## src/rtl/alu_seq_ctrl_if.sv

```systemverilog
// rtl/alu_seq_ctrl_if.sv - sequencer bus between alu_seq_ctrl, instruction memory, register file and alu
interface alu_seq_ctrl_if #(
    parameter int DATA_WIDTH = 32,
    parameter int ADDR_WIDTH = 32
);
    logic                  stall;
    logic [31:0]           instr;
    logic                  EQ;
    logic [ADDR_WIDTH-1:0] PC;
    logic                  ALUctrl;
    logic                  ALUsrc;
    logic [DATA_WIDTH-1:0] ImmOp;
    logic [4:0]            rs1;
    logic [4:0]            rs2;
    logic [4:0]            rd;
    logic                  RegWrite;
    logic                  illegal;

    modport master (
        input  stall, instr, EQ,
        output PC, ALUctrl, ALUsrc, ImmOp, rs1, rs2, rd, RegWrite, illegal
    );

    modport slave (
        output stall, instr, EQ,
        input  PC, ALUctrl, ALUsrc, ImmOp, rs1, rs2, rd, RegWrite, illegal
    );
endinterface

```

## src/rtl/alu_seq_ctrl.sv

```systemverilog
// rtl/alu_seq_ctrl.sv - multi-cycle fetch/decode/execute sequencer for the addi/bne subset
module alu_seq_ctrl #(
    parameter int                    DATA_WIDTH = 32,
    parameter int                    ADDR_WIDTH = 32,
    parameter logic [ADDR_WIDTH-1:0] RESET_PC   = '0
) (
    input  logic          clk,
    input  logic          rst_n,
    alu_seq_ctrl_if.master bus
);
    typedef enum logic [2:0] {FETCH, DECODE, EXECUTE, WRITEBACK, HALT} state_e;

    state_e                state_q, state_d;
    logic [ADDR_WIDTH-1:0] pc_q, pc_d;
    logic [31:0]           ir_q, ir_d;
    logic [31:0]           imm_q, imm_d;
    logic [4:0]            rs1_q, rs1_d, rs2_q, rs2_d, rd_q, rd_d;
    logic                  is_bne_q, is_bne_d;
    logic                  illegal_q, illegal_d;
    logic                  alu_ctrl, alu_src, reg_write;

    logic [ADDR_WIDTH-1:0] target;
    logic                  dec_addi, dec_bne;

    assign dec_addi = (ir_q[6:0] == 7'b0010011) && (ir_q[14:12] == 3'b000);
    assign dec_bne  = (ir_q[6:0] == 7'b1100011) && (ir_q[14:12] == 3'b001);
    // Immediate is truncated/sign-extended to the PC width so backward branches wrap correctly
    assign target   = pc_q + ADDR_WIDTH'(signed'(imm_q));

    always_comb begin
        state_d   = state_q;
        pc_d      = pc_q;
        ir_d      = ir_q;
        imm_d     = imm_q;
        rs1_d     = rs1_q;
        rs2_d     = rs2_q;
        rd_d      = rd_q;
        is_bne_d  = is_bne_q;
        illegal_d = illegal_q;
        alu_ctrl  = 1'b0;
        alu_src   = 1'b0;
        reg_write = 1'b0;

        case (state_q)
            FETCH: begin
                if (!bus.stall) begin
                    ir_d    = bus.instr;
                    state_d = DECODE;
                end
            end
            DECODE: begin
                if (!bus.stall) begin
                    rs1_d = ir_q[19:15];
                    rs2_d = ir_q[24:20];
                    rd_d  = ir_q[11:7];
                    if (dec_addi) begin
                        imm_d    = {{20{ir_q[31]}}, ir_q[31:20]};
                        is_bne_d = 1'b0;
                        state_d  = EXECUTE;
                    end else if (dec_bne) begin
                        imm_d    = {{19{ir_q[31]}}, ir_q[31], ir_q[7], ir_q[30:25], ir_q[11:8], 1'b0};
                        is_bne_d = 1'b1;
                        state_d  = EXECUTE;
                    end else begin
                        illegal_d = 1'b1;
                        state_d   = HALT;
                    end
                end
            end
            EXECUTE: begin
                alu_ctrl = is_bne_q;
                alu_src  = !is_bne_q;
                if (!bus.stall) begin
                    if (!is_bne_q) begin
                        state_d = WRITEBACK;
                    end else if (bus.EQ) begin
                        pc_d    = pc_q + ADDR_WIDTH'(4);
                        state_d = FETCH;
                    end else if (target[1:0] != 2'b00) begin
                        illegal_d = 1'b1;
                        state_d   = HALT;
                    end else begin
                        pc_d    = target;
                        state_d = FETCH;
                    end
                end
            end
            WRITEBACK: begin
                alu_src = 1'b1;
                // The pulse lands in the first unstalled cycle, which is also the one that leaves this state
                if (!bus.stall) begin
                    reg_write = (rd_q != 5'd0);
                    pc_d      = pc_q + ADDR_WIDTH'(4);
                    state_d   = FETCH;
                end
            end
            HALT: begin
                state_d = HALT;
            end
            default: begin
                state_d = FETCH;
            end
        endcase
    end

    always_ff @(posedge clk or negedge rst_n) begin
        if (!rst_n) begin
            state_q   <= FETCH;
            pc_q      <= RESET_PC;
            ir_q      <= '0;
            imm_q     <= '0;
            rs1_q     <= '0;
            rs2_q     <= '0;
            rd_q      <= '0;
            is_bne_q  <= 1'b0;
            illegal_q <= 1'b0;
        end else begin
            state_q   <= state_d;
            pc_q      <= pc_d;
            ir_q      <= ir_d;
            imm_q     <= imm_d;
            rs1_q     <= rs1_d;
            rs2_q     <= rs2_d;
            rd_q      <= rd_d;
            is_bne_q  <= is_bne_d;
            illegal_q <= illegal_d;
        end
    end

    assign bus.PC       = pc_q;
    assign bus.ALUctrl  = alu_ctrl;
    assign bus.ALUsrc   = alu_src;
    assign bus.ImmOp    = DATA_WIDTH'(signed'(imm_q));
    assign bus.rs1      = rs1_q;
    assign bus.rs2      = rs2_q;
    assign bus.rd       = rd_q;
    assign bus.RegWrite = reg_write;
    assign bus.illegal  = illegal_q;
endmodule

```

## src/flat_wrapper.sv

```systemverilog
// flat-port wrapper written by rule: the top's interface ports become plain ports
module alu_seq_ctrl_flat 
#(
    parameter int                    DATA_WIDTH = 32,
    parameter int                    ADDR_WIDTH = 32,
    parameter logic [ADDR_WIDTH-1:0] RESET_PC   = '0
)
  (clk, rst_n, bus_stall, bus_instr, bus_EQ, bus_PC, bus_ALUctrl, bus_ALUsrc, bus_ImmOp, bus_rs1, bus_rs2, bus_rd, bus_RegWrite, bus_illegal);
  alu_seq_ctrl_if #(.DATA_WIDTH(DATA_WIDTH), .ADDR_WIDTH(ADDR_WIDTH)) bus_i ();
  input  logic clk;
  input  logic rst_n;
  input wire logic [$bits(bus_i.stall)-1:0] bus_stall;
  input wire logic [$bits(bus_i.instr)-1:0] bus_instr;
  input wire logic [$bits(bus_i.EQ)-1:0] bus_EQ;
  output wire logic [$bits(bus_i.PC)-1:0] bus_PC;
  output wire logic [$bits(bus_i.ALUctrl)-1:0] bus_ALUctrl;
  output wire logic [$bits(bus_i.ALUsrc)-1:0] bus_ALUsrc;
  output wire logic [$bits(bus_i.ImmOp)-1:0] bus_ImmOp;
  output wire logic [$bits(bus_i.rs1)-1:0] bus_rs1;
  output wire logic [$bits(bus_i.rs2)-1:0] bus_rs2;
  output wire logic [$bits(bus_i.rd)-1:0] bus_rd;
  output wire logic [$bits(bus_i.RegWrite)-1:0] bus_RegWrite;
  output wire logic [$bits(bus_i.illegal)-1:0] bus_illegal;
  assign bus_i.stall = bus_stall;
  assign bus_i.instr = bus_instr;
  assign bus_i.EQ = bus_EQ;
  assign bus_PC = bus_i.PC;
  assign bus_ALUctrl = bus_i.ALUctrl;
  assign bus_ALUsrc = bus_i.ALUsrc;
  assign bus_ImmOp = bus_i.ImmOp;
  assign bus_rs1 = bus_i.rs1;
  assign bus_rs2 = bus_i.rs2;
  assign bus_rd = bus_i.rd;
  assign bus_RegWrite = bus_i.RegWrite;
  assign bus_illegal = bus_i.illegal;
  alu_seq_ctrl #(.DATA_WIDTH(DATA_WIDTH), .ADDR_WIDTH(ADDR_WIDTH), .RESET_PC(RESET_PC)) u_core (.clk(clk), .rst_n(rst_n), .bus(bus_i));
endmodule
```

## config.mk

```make
export PLATFORM = sky130hd
export DESIGN_NAME = alu_seq_ctrl_flat
export DESIGN_NICKNAME = d
export VERILOG_FILES = /design/src/rtl/alu_seq_ctrl_if.sv /design/src/rtl/alu_seq_ctrl.sv /design/src/flat_wrapper.sv
export SDC_FILE = /design/constraint.sdc
export NUM_CORES = 1
export LEC_CHECK = 0
export CAP_MARGIN = 5
export CORE_MARGIN = 1.5
export CORE_UTILIZATION = 48
export DETAILED_ROUTE_END_ITERATION = 8
export PLACE_DENSITY = 0.74
export SLEW_MARGIN = 20
export SYNTH_ARGS = -nofsm -noshare
export SYNTH_HDL_FRONTEND = slang
export SYNTH_SLANG_ARGS = --single-unit
```

## constraint.sdc

```tcl
create_clock -name clk -period 3.12 [get_ports clk]
set_clock_uncertainty 0.15 [all_clocks]
set_input_delay 0.624 -clock clk [delete_from_list [all_inputs] [get_ports clk]]
set_output_delay 0.624 -clock clk [all_outputs]
set_load 0.03 [all_outputs]
```

Word-level counts from Yosys, hierarchy flattened
Cells that the tools add are included.

cells by class
  reductions and logical operators = 16
  equal/unequal tests = 17
  $add $sub $neg = 2
  multiplexer cells = 32
  bitwise logic cells = 1

operators with widths
  kind                     count
  $mux W32                 7
  $pmux W32 S2             1
  $add A32 B3 Y32 const B  1
  $add A32 B32 Y32         1
  $mux W3                  9
  $pmux W3 S5              1
  $ne A2 B2 Y1 const B     7
  $mux W1                  12
  $reduce_and A8 Y1        1
  $reduce_bool A2 Y1       4
  $eq A7 B5 Y1 const B     1
  $eq A7 B7 Y1 const B     1
  $eq A3 B1 Y1 const B     2
  $eq A3 B2 Y1 const B     2
  $logic_not A3 Y1         2
  $reduce_and A5 Y1        1
  $reduce_bool A5 Y1       1
  $ne A2 B1 Y1 const B     2
  $pmux W1 S2              2
  $reduce_and A2 Y1        2
  $reduce_and A4 Y1        1
  $eq A3 B3 Y1 const B     1
  $ne A3 B3 Y1 const B     1
  $reduce_and A3 Y1        1
  3 further kinds          4

word-level totals
  word-level logic and storage cells = 77
  output and inout bits = 83
  input bits = 36
  bits in registers = 116

Longest topological paths before layout
Gate-level depths: netlist (run 1).

  depth in word-level cells = 7
  depth in mapped cells = 11
  depth with buffers taken out = 11

Worst setup path after synthesis (run 1)
No wires, ideal clock.

  path type = register to register
  start point = register u_core.bus.ImmOp[30] (netlist name)
  end point = register u_core.pc_q[28], in the netlist u_core.bus.PC[28]
  path buffers = 0
  stages on the path, launching flop included = 10
  clock period less this slack = 3.502 ns
  path slack = -0.382 ns
  data required time = 2.876 ns
  arrival = 3.258 ns
  setup time = 0.094 ns
  cells stage by stage = dfrtp_1 -> ha_1 -> and3_4 -> and3_1 -> a22o_1 -> o32ai_4 -> o31ai_4 -> a211oi_2 -> xor2_1 -> a221oi_2

RTL lines
  item                  line                 source
  end signal, assigned  alu_seq_ctrl.sv:119  pc_q <= pc_d;
  end, declared         alu_seq_ctrl.sv:14   logic [ADDR_WIDTH-1:0] pc_q, pc_d;

Final worst setup path (run 1)
  start point = register u_core.imm_q[0], in the netlist u_core.bus.ImmOp[0]
  end point = register u_core.pc_q[28], in the netlist u_core.bus.PC[28]

between the ends
  longest elaborated chain between the ends = 6
  elaborated cells on any way between the ends = 9
  those cells by class = 1 x add/sub; 1 x eq/ne; 5 x mux; 2 x reduce/logical

ends and longest elaborated chain
  item                    line                 source
  start, declared         alu_seq_ctrl.sv:16   logic [31:0] imm_q, imm_d;
  start signal, assigned  alu_seq_ctrl.sv:121  imm_q <= imm_d;
  $add A32 B32 Y32 (*)    alu_seq_ctrl.sv:28   assign target = pc_q + ADDR_WIDTH'(signed'(imm_q));
  $mux W32                alu_seq_ctrl.sv:79   end else if (target[1:0] != 2'b00) begin
  $mux W32                alu_seq_ctrl.sv:76   end else if (bus.EQ) begin
  $mux W32                alu_seq_ctrl.sv:74   if (!is_bne_q) begin
  $mux W32                alu_seq_ctrl.sv:73   if (!bus.stall) begin
  $pmux W32 S2            alu_seq_ctrl.sv:44   case (state_q)

Every way passes the cells marked *; elsewhere a longest branch is shown, timed or not. The select of a mux whose other input is x is not followed.
A chain may end at the register's enable or synchronous reset.

==> flow_summary_export.csv, run 1 <==
group,metric,value,unit
detailed_routing,drc_errors,0,
synth,synth_top_family_by_area,"compound AO/OA/AOI/OAI gates",
floorplan,die_y,118,um
detailed_routing,wirelength,17.5,mm
synth,netlist_instances,699,
power,leakage,3.54,nW
clock_tree,clockRootBuffer,"clkbuf_16",
finish,layout-drive-gt1-share,0.131,
floorplan,io-pin-count,119,
finish,design_area,7970,um2
critical_path,arrival,3.13,ns
clock_tree,clkSinkCount,97,
timing,drv_slew,0,
synth,syn-cell-area,6340,um2
power,vdd_ir_drop_max,0.000497,V
floorplan,fp.dieW,118,um
synth,synth_adder_area_share,0.0663,
synth,synth_edf_count,0,
detailed_routing,wl_per_cell,17.9,um
synth,synthXorXnorAreaFrac,0.0414,
timing,relSlewSlack,0.535,
synth,synth_cell_type_count,63,
critical_path,required,3.24,ns
finish,syn2layout_area_growth,25.6,%
detailed_routing,drtAntennaViolNets,0,
synth,synth_compound_area_frac,0.189,
global_route,grt_max_degree,52,
detailed_routing,vias_per_cell,5.91,
detailed_routing,num_vias,5760,
finish,fin_nets,867,
global_route,grt_pass1_vias,5505,
floorplan,dieArea,13900,um2
floorplan,rows,41,
timing,min_period,3.00,ns
finish,fin_cells,975,
synth,synth_fp_nets,768,
place,gp_congestion,0.982,
synth,ys_seq_area_frac,0.383,
finish,fillCellCount,1053,
clock_tree,clockBufferDepth,2,
critical_path,setup.worst_path.class,"register to register",
timing,tightest_slew,0.691,ns
timing,setup_viol,0,
place,port_buffers,118,
job,cap_violations,0,
critical_path,endpoint_kind,"register",
place,place_inst,959,
synth,yosys.area_share.simple,0.184,
global_route,antenna_found_initial,0,
clock_tree,clkLatencyLatePin,0.36,ns
floorplan,initial_core_util,0.497,
clock_tree,hold_buffers,0,
synth,ys_ff_latch,97,
synth,synth_ff_type,"dfrtp_1",
timing,hold_violations,0,
synth,async_reset_ff_frac,1.00,
clock_tree,cts_tree,"yes",
critical_path,crit_path_start_kind,"register",
global_route,grt_first_pass_wirelength,28.2,mm
detailed_routing,drt_first_iter_violations,404,
finish,ff_latch_area,2430,um2
clock_tree,clkTransAtPathRegs,0.08,ns
synth,avgSynthCellArea,9.08,um2
power,power.density,581,nW/um2
critical_path,r2r_setup_slack,0.12,ns
clock_tree,cts_inserted_buffers,9,
critical_path,rr_worst_depth,11,
finish,diodes,0,
finish,multiInputGateArea,3580,um2
global_route,grt_overflow,0,
place,placed_cell_area,7630,um2
floorplan,coreArea,12800,um2
synth,muxShareOfSynthArea,0.0757,
place,dpl.hpwl,12.8,mm
worst_hold_path,hold_path.class,"primary input to asynchronous set/reset pin",
run_status,outcome,"complete, no violations",
detailed_routing,dr.pass1.iters,5,
timing,fmax,0.333,GHz
place,preCtsSetupSlack,0.118,ns
timing,worst_slack,0.117,ns
global_route,grt.total_usage,0.252,
synth,synth_warnings,0,
timing,period_share,0.963,
critical_path,worstPathMaxFanout,4,
clock_tree,h-tree-depth,3,
-- layout make-up --
type	count	share of cell area
clock inverter	7	0.0102
sequential	97	0.305
timing repair buffer	142	0.172
clock buffer	9	0.0283
multi-input combinational	530	0.449
tap	172	0.0270
inverter	18	0.00848
-- layout by cell type (no fill, tap or decap), types with 2 or more instances in the layout --
cell             count
a311oi_1             2
a221oi_2             2
nor4_2               2
nor2_1              44
nand3_1             27
clkdlybuf4s50_1    116
or2_2                3
o41ai_2              2
nand4_1             16
nor2b_1              4
o21a_1               6
dfrtp_1             96
and2_1               3
inv_6                3
o221ai_1             3
and3_1              13
nor4_1               3
o21ai_0             35
xor2_1              16
mux2i_1              3
buf_4               25
ha_1                32
a22o_1               3
a211oi_1             2
a21oi_1             53
o21bai_1             2
clkbuf_16            9
nand2_1            100
mux2_2              40
xnor2_1             14
o211ai_1             5
a31oi_1             13
nand2b_1             5
a21o_1              20
o22ai_1              9
inv_1               18
and4_1               6
nor3_1              10
or3_1                4
a32oi_1              3
-- sequential cells by signal, summed over array words and instances, names as in the netlist --
| register | flops |
|---|---|
| u_core.bus.ImmOp | 13 |
| u_core.bus.PC | 32 |
| u_core.bus.illegal | 1 |
| u_core.bus.rd | 5 |
| u_core.bus.rs1 | 5 |
| u_core.bus.rs2 | 5 |
| u_core.ir_q | 32 |
| u_core.is_bne_q | 1 |
| u_core.state_q | 3 |
-- metrics by stage --
step	utilization	TNS [ns]	power (mW)	hold slack (ns)
2_1_floorplan	-	0	2.88	0.178
3_3_place_gp	0.597	0	3.40	0.295
3_5_place_dp	0.597	0	3.46	0.311
4_1_cts	0.621	0	4.65	0.174
5_1_grt	0.624	-0.0113	4.87	0.200
6_report	0.624	0	4.63	0.156
-- final timing paths --
| check | to | start |
|---|---|---|
| max in group asynchronous | u_core.bus.ImmOp[5] | rst_n |
| min in group clk | u_core.bus.illegal | u_core.bus.illegal |
| setup / recovery | u_core.bus.PC[28] | u_core.bus.ImmOp[0] |
| hold reg to reg | u_core.bus.illegal | u_core.bus.illegal |
| hold / removal | u_core.bus.rs1[0] | rst_n |
| setup reg to reg | u_core.bus.PC[28] | u_core.bus.ImmOp[0] |
-- power by group --
part | internal (mW) | switching [mW] | total (mW)
Clock | 0.636 | 0.531 | 1.17
Combinational | 0.717 | 0.846 | 1.56
Sequential | 1.61 | 0.290 | 1.90
-- kinds of logic after synthesis --
logic type / after synthesis
adder cells (fa/ha/maj): 33
multiplexers: 43
AO/OA/AOI/OAI: 177
flip-flops: 97
XOR/XNOR: 30
buffers and inverters: 72
AND/OR/NAND/NOR: 247
-- repair_timing --
| item | 4_1_cts | 5_1_grt |
|---|---|---|
| gates resized for setup | 0 | 5 |
| endpoints found under the setup margin | 0 | 8 |
| setup buffers | 0 | 0 |
-- critical path: stages, from the launching register on --
cell	delay, ns
dfrtp_1	0.39
ha_1	0.21
inv_1	0.07
fa_1	0.42
nor2b_1	0.21
o2111ai_2	0.22
a31oi_4	0.29
o32ai_4	0.16
o31ai_4	0.28
a211oi_2	0.11
xor2_1	0.15
a221oi_2	0.26
-- per-layer routing --
metal	global-route usage	up-vias	share of wire
met2	0.411	223	0.48
li1	-	2719	-
met4	0.0968	0	0.023
met5	0	-	0
met3	0.0484	33	0.061
met1	0.331	2785	0.44
-- Yosys cell counts, types with 9 or more instances --
| master | number | area share |
|---|---|---|
| o22ai_1 | 9 | 0.0089 |
| nor2_1 | 44 | 0.026 |
| inv_1 | 18 | 0.011 |
| a21o_1 | 20 | 0.024 |
| buf_4 | 22 | 0.026 |
| a21oi_1 | 53 | 0.042 |
| and3_1 | 13 | 0.013 |
| xnor2_1 | 14 | 0.019 |
| clkbuf_1 | 25 | 0.015 |
| nand2_1 | 100 | 0.059 |
| xor2_1 | 16 | 0.022 |
| nor3_1 | 11 | 0.0087 |
| dfrtp_1 | 97 | 0.38 |
| nand3_1 | 27 | 0.021 |
| o21ai_0 | 35 | 0.028 |
| a31oi_1 | 13 | 0.013 |
| nand4_1 | 16 | 0.016 |
| mux2_2 | 40 | 0.071 |
| ha_1 | 32 | 0.063 |
(Power assumes the default switching activity.)
==> inputs of run 2 (changes only) <==
CORE_ASPECT_RATIO = 1.5   (was unset)
==> flow_summary_export.csv, run 2 (same netlist as run 1, synthesis figures left out) <==
group,metric,value,unit
run_status,outcome,"complete, no violations",
critical_path,crit_cells,8,
clock_tree,cts_tree,"yes",
global_route,antenna_found_initial,0,
critical_path,required,3.21,ns
finish,fin_cells,959,
detailed_routing,vias_per_cell,6.02,
power,leakage,3.54,nW
clock_tree,clockBufferDepth,2,
job,cap_violations,0,
critical_path,critPathTopFamily,"compound AO/OA/AOI/OAI gates",
timing,period_share,0.942,
global_route,grt_overflow,0,
clock_tree,h-tree-depth,3,
place,gp_congestion,0.946,
global_route,grt_first_pass_wirelength,28.9,mm
place,preCtsSetupSlack,0.155,ns
critical_path,cp_cell_sequence,"ha_1, and4_1, o2111ai_1, a32oi_2, a21oi_4, o41ai_2, mux2i_1, o22ai_1",
critical_path,setup.worst_path.class,"register to register",
timing,fmax,0.340,GHz
detailed_routing,drc_errors,0,
clock_tree,cts_inserted_buffers,9,
critical_path,r2r_setup_slack,0.18,ns
detailed_routing,dr.pass1.iters,4,
worst_hold_path,hold_path.class,"primary input to asynchronous set/reset pin",
finish,syn2layout_area_growth,25.5,%
critical_path,path_buf_inv,0,
finish,final_cell_mix,"clkdlybuf4s50_1, nand2_1, dfrtp_1",
timing,drv_slew,0,
detailed_routing,wirelength,17.6,mm
floorplan,fp.dieW,96.9,um
place,dpl.hpwl,13.2,mm
power,power.density,591,nW/um2
critical_path,worstPathMaxFanout,5,
timing,tightest_slew,0.745,ns
floorplan,dieArea,13900,um2
clock_tree,clkLatencyLatePin,0.35,ns
timing,rsz0062_at_grt,"false",
critical_path,rr_worst_depth,8,
finish,fin_nets,864,
critical_path,slowest_stage,"a32oi_2",
timing,worst_slack,0.180,ns
clock_tree,hold_buffers,0,
timing,setup_viol,0,
global_route,grt.total_usage,0.257,
place,port_buffers,118,
global_route,grt_max_degree,58,
finish,postLayoutCoreUtil,0.615,
place,placed_cell_area,7590,um2
clock_tree,clkSinkCount,97,
finish,layout-drive-gt1-share,0.126,
timing,finalSetupTns,0,ns
timing,hold_violations,0,
critical_path,crit_path_start_kind,"register",
clock_tree,clkTransAtPathRegs,0.08,ns
detailed_routing,drtAntennaViolNets,0,
clock_tree,clockRootBuffer,"clkbuf_16",
timing,hold_slack,0.170,ns
place,place_inst,942,
floorplan,die_y,144,um
power,p_total,4.71,mW
floorplan,initial_core_util,0.490,
finish,final_common_cell,"clkdlybuf4s50_1",
floorplan,io-pin-count,119,
detailed_routing,wl_per_cell,18.4,um
finish,diodes,0,
critical_path,arrival,3.03,ns
detailed_routing,drt_first_iter_violations,259,
power,vdd_ir_drop_max,0.000559,V
floorplan,rows,51,
detailed_routing,num_vias,5769,
critical_path,endpoint_kind,"register",
timing,relSlewSlack,0.504,
finish,design_area,7960,um2
timing,min_period,2.94,ns
critical_path,cpPeakStageDelay,0.46,ns
floorplan,coreArea,13000,um2
global_route,grt_pass1_vias,5848,
==> run 2: what timing repair did <==
action	in CTS	in global routing
resized for setup	0	3
buffers inserted	0	1
setup endpoints to repair	0	8
==> run 2: area by class of cell <==
| cell class | instances | area, um2 |
|---|---|---|
| Clock inverter | 6 | 103 |
| Tap cell | 159 | 199 |
| Fill cell | 1135 | 4990 |
| Clock buffer | 10 | 239 |
| Sequential cell | 97 | 2430 |
| Inverter | 18 | 67.6 |
| Multi-Input combinational cell | 530 | 3570 |
| Timing Repair Buffer | 139 | 1360 |
==> run 2: power breakdown <==
group	switching [mW]	internal [mW]	total [mW]
clock	0.530	0.741	1.27
combinational	0.833	0.717	1.55
sequential	0.277	1.61	1.89
total	1.64	3.07	4.71
==> run 2: path summary, 6_finish.rpt <==
path | start | to
min in group clk | u_core.bus.illegal | u_core.bus.illegal
max | u_core.bus.PC[3] | u_core.bus.PC[31]
min reg2reg | u_core.bus.illegal | u_core.bus.illegal
min | rst_n | u_core.ir_q[12]
max in group asynchronous | rst_n | u_core.bus.PC[22]
max reg2reg | u_core.bus.PC[3] | u_core.bus.PC[31]
==> run 2: routing by layer <==
metal / global-route usage / share of wire / up-vias / wire (um)
met1: 0.289 / 0.38 / 2818 / 6750
met2: 0.459 / 0.53 / 193 / 9250
met4: 0.148 / 0.047 / 0 / 829
met3: 0.0443 / 0.044 / 52 / 780
met5: 0 / 0 / - / 0
li1: - / - / 2706 / -
==> RTL change 1 (flow settings as in run 2) <==
Re-encode `state_e` (5 states) as one-hot, 5 bits wide.
--- a/src/rtl/alu_seq_ctrl.sv
+++ b/src/rtl/alu_seq_ctrl.sv
@@ -8,7 +8,7 @@
     input  logic          rst_n,
     alu_seq_ctrl_if.master bus
 );
-    typedef enum logic [2:0] {FETCH, DECODE, EXECUTE, WRITEBACK, HALT} state_e;
+    typedef enum logic [4:0] {FETCH = 5'b00001, DECODE = 5'b00010, EXECUTE = 5'b00100, WRITEBACK = 5'b01000, HALT = 5'b10000} state_e;
 
     state_e                state_q, state_d;
     logic [ADDR_WIDTH-1:0] pc_q, pc_d;
Behaviour: same outputs for any inputs over 4 cycles, from zero or initial values and one cycle with rst_n low; so few cycles prove little.
==> RTL change 1 against run 2 <==
Sequential cell count grew 2; final area grew 6.5%; count of clock-buffer cells in the layout fell by 1; non-clock buffer count is 23 higher; routed wire length is 21% higher; total power down 1.8%; worst hold slack lost 0.16 ns; setup slack worse by 0.017 ns; area after synthesis up 5.7%; utilization increased by 0.89 points.
==> RTL change 1: results (changes against run 2) <==
- Met2 WL: 10.8 mm (+17%)
- Clock buffers: 9 (-1)
- ClkCell Share: 3.70% (-0.59 points)
- Syn Nets: 808 (+5.2%)
- CP max-delay cell: fa_1
- Area Growth Syn to Fin: 26.5%
- Gr usage total: 29.8% (+4.1 points)
- Drt pass-1 iters: 7 (+3)
- FF+latch count, synth: 99 (+2.1%)
- Port Buffers: 118 (unchanged)
- Pleak: 0.00361 uW (+2.1%)
- Row cnt: 52 (+2.0%)
- Max incr delay on CP: 0.49 ns (+0.03 ns)
- Number of post-CTS setup repair buffers: 0 (unchanged)
- Wire length on met3: 1.06 mm (+36%)
- Rel. slew slack: 60.9% (+11 points)
- Post-DP HPWL: 16.3 mm (+24%)
- Gpl congestion: 0.977 (+3.3%)
- CP max FO: 5 (unchanged)
- Compound-cell area share of the yosys netlist: 20.6% (+1.8 points)
- Post-Synth Adder-Cell Area: 6.27% (-0.36 points)
- Initial DRC count: 393 (+52%)
- Worst EP arrival: 3.10 ns (+0.07 ns)
- Met3 usage: 4.30% (-0.12 points)
- Ys Warns: 0 (unchanged)
- Grt met2 use: 52.6% (+6.7 points)
- Largest net degree at the start of global routing: 49 (-16%)
- DRT Wirelength: 21.3 mm (+21%)
- Post-route met1 wirelength: 7.97 mm (+18%)
- Register area share after synthesis: 37.0% (-1.3 points)
- Multi-input gates: 562 (+6.0%)
- Worst IR drop on VDD: 511 uV (-8.5%)
- Share of layout cells above drive strength 1: 15.9% (+3.3 points)
- Final #Nets: 924 (+6.9%)
- Vias in the first global route: 6,563 (+12%)
- Max Freq: 338 MHz (-0.58%)
- Unique cell type count in the Yosys netlist: 70 (+11%)
- Seq power: 1930 uW (+2%)
- Top post-synthesis cells by count: dfrtp_1 (98), a21oi_1 (79), mux2_2 (54), nand2_1 (54), o21ai_0 (52)
- Outcome: finished, final reports clean
- Logic inverters: 21 (+3)
- FF/Latch Area: 2480 sq um (+2.2%)
- Multiplexer share of the synthesized area: 10.1% (+2.5 points)
- Vias per std cell: 6.26 (+4.1%)
- Place WS: 0.117 ns (-0.0373 ns)
- Filler Cells Inserted: 1,197 (+5.5%)
- HP Class: input pin to asynchronous set/reset pin
- Dpl cells: 1,006 (+6.8%)
- DP Area: 8130 sq um (+7.1%)
- GR Util met1: 33.3% (+4.4 points)
- Non-clock buffer share: 18.1% (+1.0 points)
- First-pass GRT wire length: 34.3 mm (+19%)
- Synth Area in XOR/XNOR: 2.74% (-1.4 points)
- DR WL/cell: 20.8 microns (+13%)
- Syn Area/Cell: 9.07 sq um (about the same)
- Bufs w/o clock: 162 (+17%)
- Sw power: 1650 uW (+0.66%)
- Fraction of registers with async set/reset: 100% (unchanged)
- Fraction of area in multi-input gates: 45.6% (+0.81 points)
- Synth top area cells: dfrtp_1 (37%), mux2_2 (9.1%), ha_1 (6.0%)
==> RTL change 1: path summary, 6_finish.rpt <==
kind	startpoint	to	slack [ns]	depth (start not counted)
max in group asynchronous	rst_n	u_core.bus.ImmOp[30]$_DFFE_PN0P_	2.03	2
max reg2reg	u_core.bus.ImmOp[0]$_DFFE_PN0P_	u_core.bus.PC[31]$_DFFE_PN0P_	0.16	9
min in group clk	u_core.bus.illegal$_DFFE_PN0P_	u_core.bus.illegal$_DFFE_PN0P_	0.33	1
max	u_core.bus.ImmOp[0]$_DFFE_PN0P_	u_core.bus.PC[31]$_DFFE_PN0P_	0.16	9
min	rst_n	u_core.ir_q[14]$_DFFE_PN0P_	0.008	1
min reg2reg	u_core.bus.illegal$_DFFE_PN0P_	u_core.bus.illegal$_DFFE_PN0P_	0.33	1
==> RTL change 1: repair_timing <==
| item | 4_1_cts | 5_1_grt |
|---|---|---|
| endpoints found under the hold margin | 0 | 0 |
| gates resized for setup | 0 | 7 |
| endpoints found under the setup margin | 0 | 12 |
==> RTL change 2 (settings of run 2) <==
Made on the original files. `DATA_WIDTH` is set to 32 in 3 places; all go to 48.
--- a/src/rtl/alu_seq_ctrl_if.sv
+++ b/src/rtl/alu_seq_ctrl_if.sv
@@ -1,6 +1,6 @@
 // rtl/alu_seq_ctrl_if.sv - sequencer bus between alu_seq_ctrl, instruction memory, register file and alu
 interface alu_seq_ctrl_if #(
-    parameter int DATA_WIDTH = 32,
+    parameter int DATA_WIDTH = 48,
     parameter int ADDR_WIDTH = 32
 );
     logic                  stall;
--- a/src/rtl/alu_seq_ctrl.sv
+++ b/src/rtl/alu_seq_ctrl.sv
@@ -1,6 +1,6 @@
 // rtl/alu_seq_ctrl.sv - multi-cycle fetch/decode/execute sequencer for the addi/bne subset
 module alu_seq_ctrl #(
-    parameter int                    DATA_WIDTH = 32,
+    parameter int                    DATA_WIDTH = 48,
     parameter int                    ADDR_WIDTH = 32,
     parameter logic [ADDR_WIDTH-1:0] RESET_PC   = '0
 ) (
--- a/src/flat_wrapper.sv
+++ b/src/flat_wrapper.sv
@@ -1,7 +1,7 @@
 // flat-port wrapper written by rule: the top's interface ports become plain ports
 module alu_seq_ctrl_flat 
 #(
-    parameter int                    DATA_WIDTH = 32,
+    parameter int                    DATA_WIDTH = 48,
     parameter int                    ADDR_WIDTH = 32,
     parameter logic [ADDR_WIDTH-1:0] RESET_PC   = '0
 )
Ports: changed (resized bus_ImmOp); port bits go from 119 to 135. No check against the original RTL was run, so the function may have changed too.
==> RTL change 2 against run 2 <==
Routed wire length rose by 1.5%; final area up 2.2%; synthesized cell count is 2.3% higher; total power shrank 1.7%; count of clock-buffer cells in the layout is 1 lower; critical path depth did not move; worst hold slack lost 0.049 ns; sequential cell count unchanged; sequential share of layout area decreased by 0.61 points; setup slack lost 0.092 ns; area after synthesis rose by 1.9%; largest power group unchanged.
==> RTL change 2: results (changes against run 2) <==
- Outcome: finished, final reports clean
- Register area share after synthesis: 37.6% (-0.71 points)
- Vias per std cell: 5.96 (-0.87%)
- Syn Nets: 784 (+2.1%)
- H-Tree Depth: 3 (unchanged)
- Worst IR drop on VDD: 511 uV (-8.5%)
- Grt met2 use: 46.7% (+0.84 points)
- Initial DRC count: 340 (+31%)
- CP max FO: 5 (unchanged)
- Post-route setup TNS: 0 ns (unchanged)
- Post-DP HPWL: 13.4 mm (+2.1%)
- Fraction of registers with async set/reset: 100% (unchanged)
- Ys Warns: 0 (unchanged)
- Unique cell type count in the Yosys netlist: 63 (unchanged)
- Final #Nets: 886 (+2.5%)
- First-pass GRT wire length: 29.4 mm (+1.6%)
- Synth top area cells: dfrtp_1 (38%), mux2_2 (7.0%), ha_1 (6.2%)
- Worst skew pair latency: 0.35 ns (about the same)
- Pleak: 0.00360 uW (+1.8%)
- Top post-synthesis cells by count: nand2_1 (100), dfrtp_1 (97), a21oi_1 (53)
- Gr usage total: 25.5% (-0.25 points)
- Primary FF master, synth: dfrtp_1
- Clock slew at reported path FFs: 0.07 ns
- Diode count: 0 (unchanged)
- HP Class: input pin to asynchronous set/reset pin
- Drt pass-1 iters: 5 (+1)
- Worst EP arrival: 3.11 ns (+0.08 ns)
- Share of layout cells above drive strength 1: 13.3% (+0.64 points)
- Vias in the first global route: 5,965 (+2.0%)
- Actual slew at the worst max-slew pin: 0.889 ns (+0.144 ns)
- Met3 usage: 4.58% (+0.15 points)
- Initial antenna violation count: 0 (unchanged)
- Port Buffers: 134 (+14%)
- DR WL/cell: 18.2 microns (-0.74%)
- Largest net degree at the start of global routing: 49 (-16%)
- Place WS: 0.143 ns (-0.0120 ns)
- CTS max path bufs: 2 (unchanged)
- GR Util met1: 28.2% (-0.72 points)
- Gpl congestion: 0.945 (-0.11%)
- CTS Buf Count: 9 (unchanged)
- CTS root buf: clkbuf_16
## RTL change 2: where the power goes
part | leakage [uW] | switching, uW | internal [uW]
clock network | 0.000145 | 541 | 564
registers | 0.00120 | 290 | 1610
logic | 0.00226 | 871 | 753
## RTL change 2: worst paths after layout
kind                                                startpoint                        endpoint  slack, ns  depth (start not counted)
worst max-delay path              u_core.bus.PC[3]$_DFFE_PN0P_   u_core.bus.PC[31]$_DFFE_PN0P_       0.09                          8
worst min register to register  u_core.bus.illegal$_DFFE_PN0P_  u_core.bus.illegal$_DFFE_PN0P_       0.32                          1
worst min-delay path                                     rst_n     u_core.ir_q[12]$_DFFE_PN0P_       0.12                          1
max in group asynchronous                                rst_n    u_core.imm_q[30]$_DFFE_PN0P_       1.96                          2
worst max register to register    u_core.bus.PC[3]$_DFFE_PN0P_   u_core.bus.PC[31]$_DFFE_PN0P_       0.09                          8
min in group clk                u_core.bus.illegal$_DFFE_PN0P_  u_core.bus.illegal$_DFFE_PN0P_       0.32                          1
## RTL change 2: final cells by class
cell class	count	area (sq um)
fillers	1092	4950
multi-input cells	530	3580
flip-flops and latches	97	2430
repair buffers	161	1560
clock buffers	9	225
well taps	159	199
clock inverters	7	71.3
inverters	18	67.6
## RTL change 2: cell families (layout without fill, tap and decap cells)
group                      after synthesis  in the layout  share of synthesized area (%)
and+or+nand+nor                        247            247                           18.1
AOI/OAI and AO/OA                      177            177                           18.5
DFF                                     97             97                           37.6
buffers and inverters                   88            195                           7.82
muxes                                   43             43                           7.43
adders and majority gates               33             33                           6.50
xor gates and xnor gates                30             30                           4.07
## RTL change 2: worst max-delay path, stage by stage (launching register included)
cell and delay [ns]:
dfrtp_1 0.47, ha_1 0.43, and4_1 0.31, o2111ai_1 0.22, a32oi_2 0.42, a21oi_4 0.15
o41ai_2 0.43, mux2i_1 0.24, o22ai_1 0.09
## RTL change 2: layer usage
metal	part of all wire (%)	vias to the layer above
met5	0	-
li1	-	2748
met3	5.7	44
met1	37	2819
met2	54	239
met4	3.5	0
## RTL change 2: per-stage QoR
stage	area [sq um]	util (%)	std cells	hold slack, ns
2_1_floorplan	6470	-	715	0.178
3_3_place_gp	7800	59.6	964	0.298
3_5_place_dp	7800	59.6	964	0.306
4_1_cts	8100	61.9	980	0.142
5_1_grt	8140	62.2	981	0.157
6_report	8140	62.2	981	0.121
## RTL change 2: what timing repair did
action	CTS	global route
gates resized for setup	0	5
buffers inserted	0	1
endpoints found under the setup margin	0	9
hold endpoints to repair	0	0
hold buffers	0	0
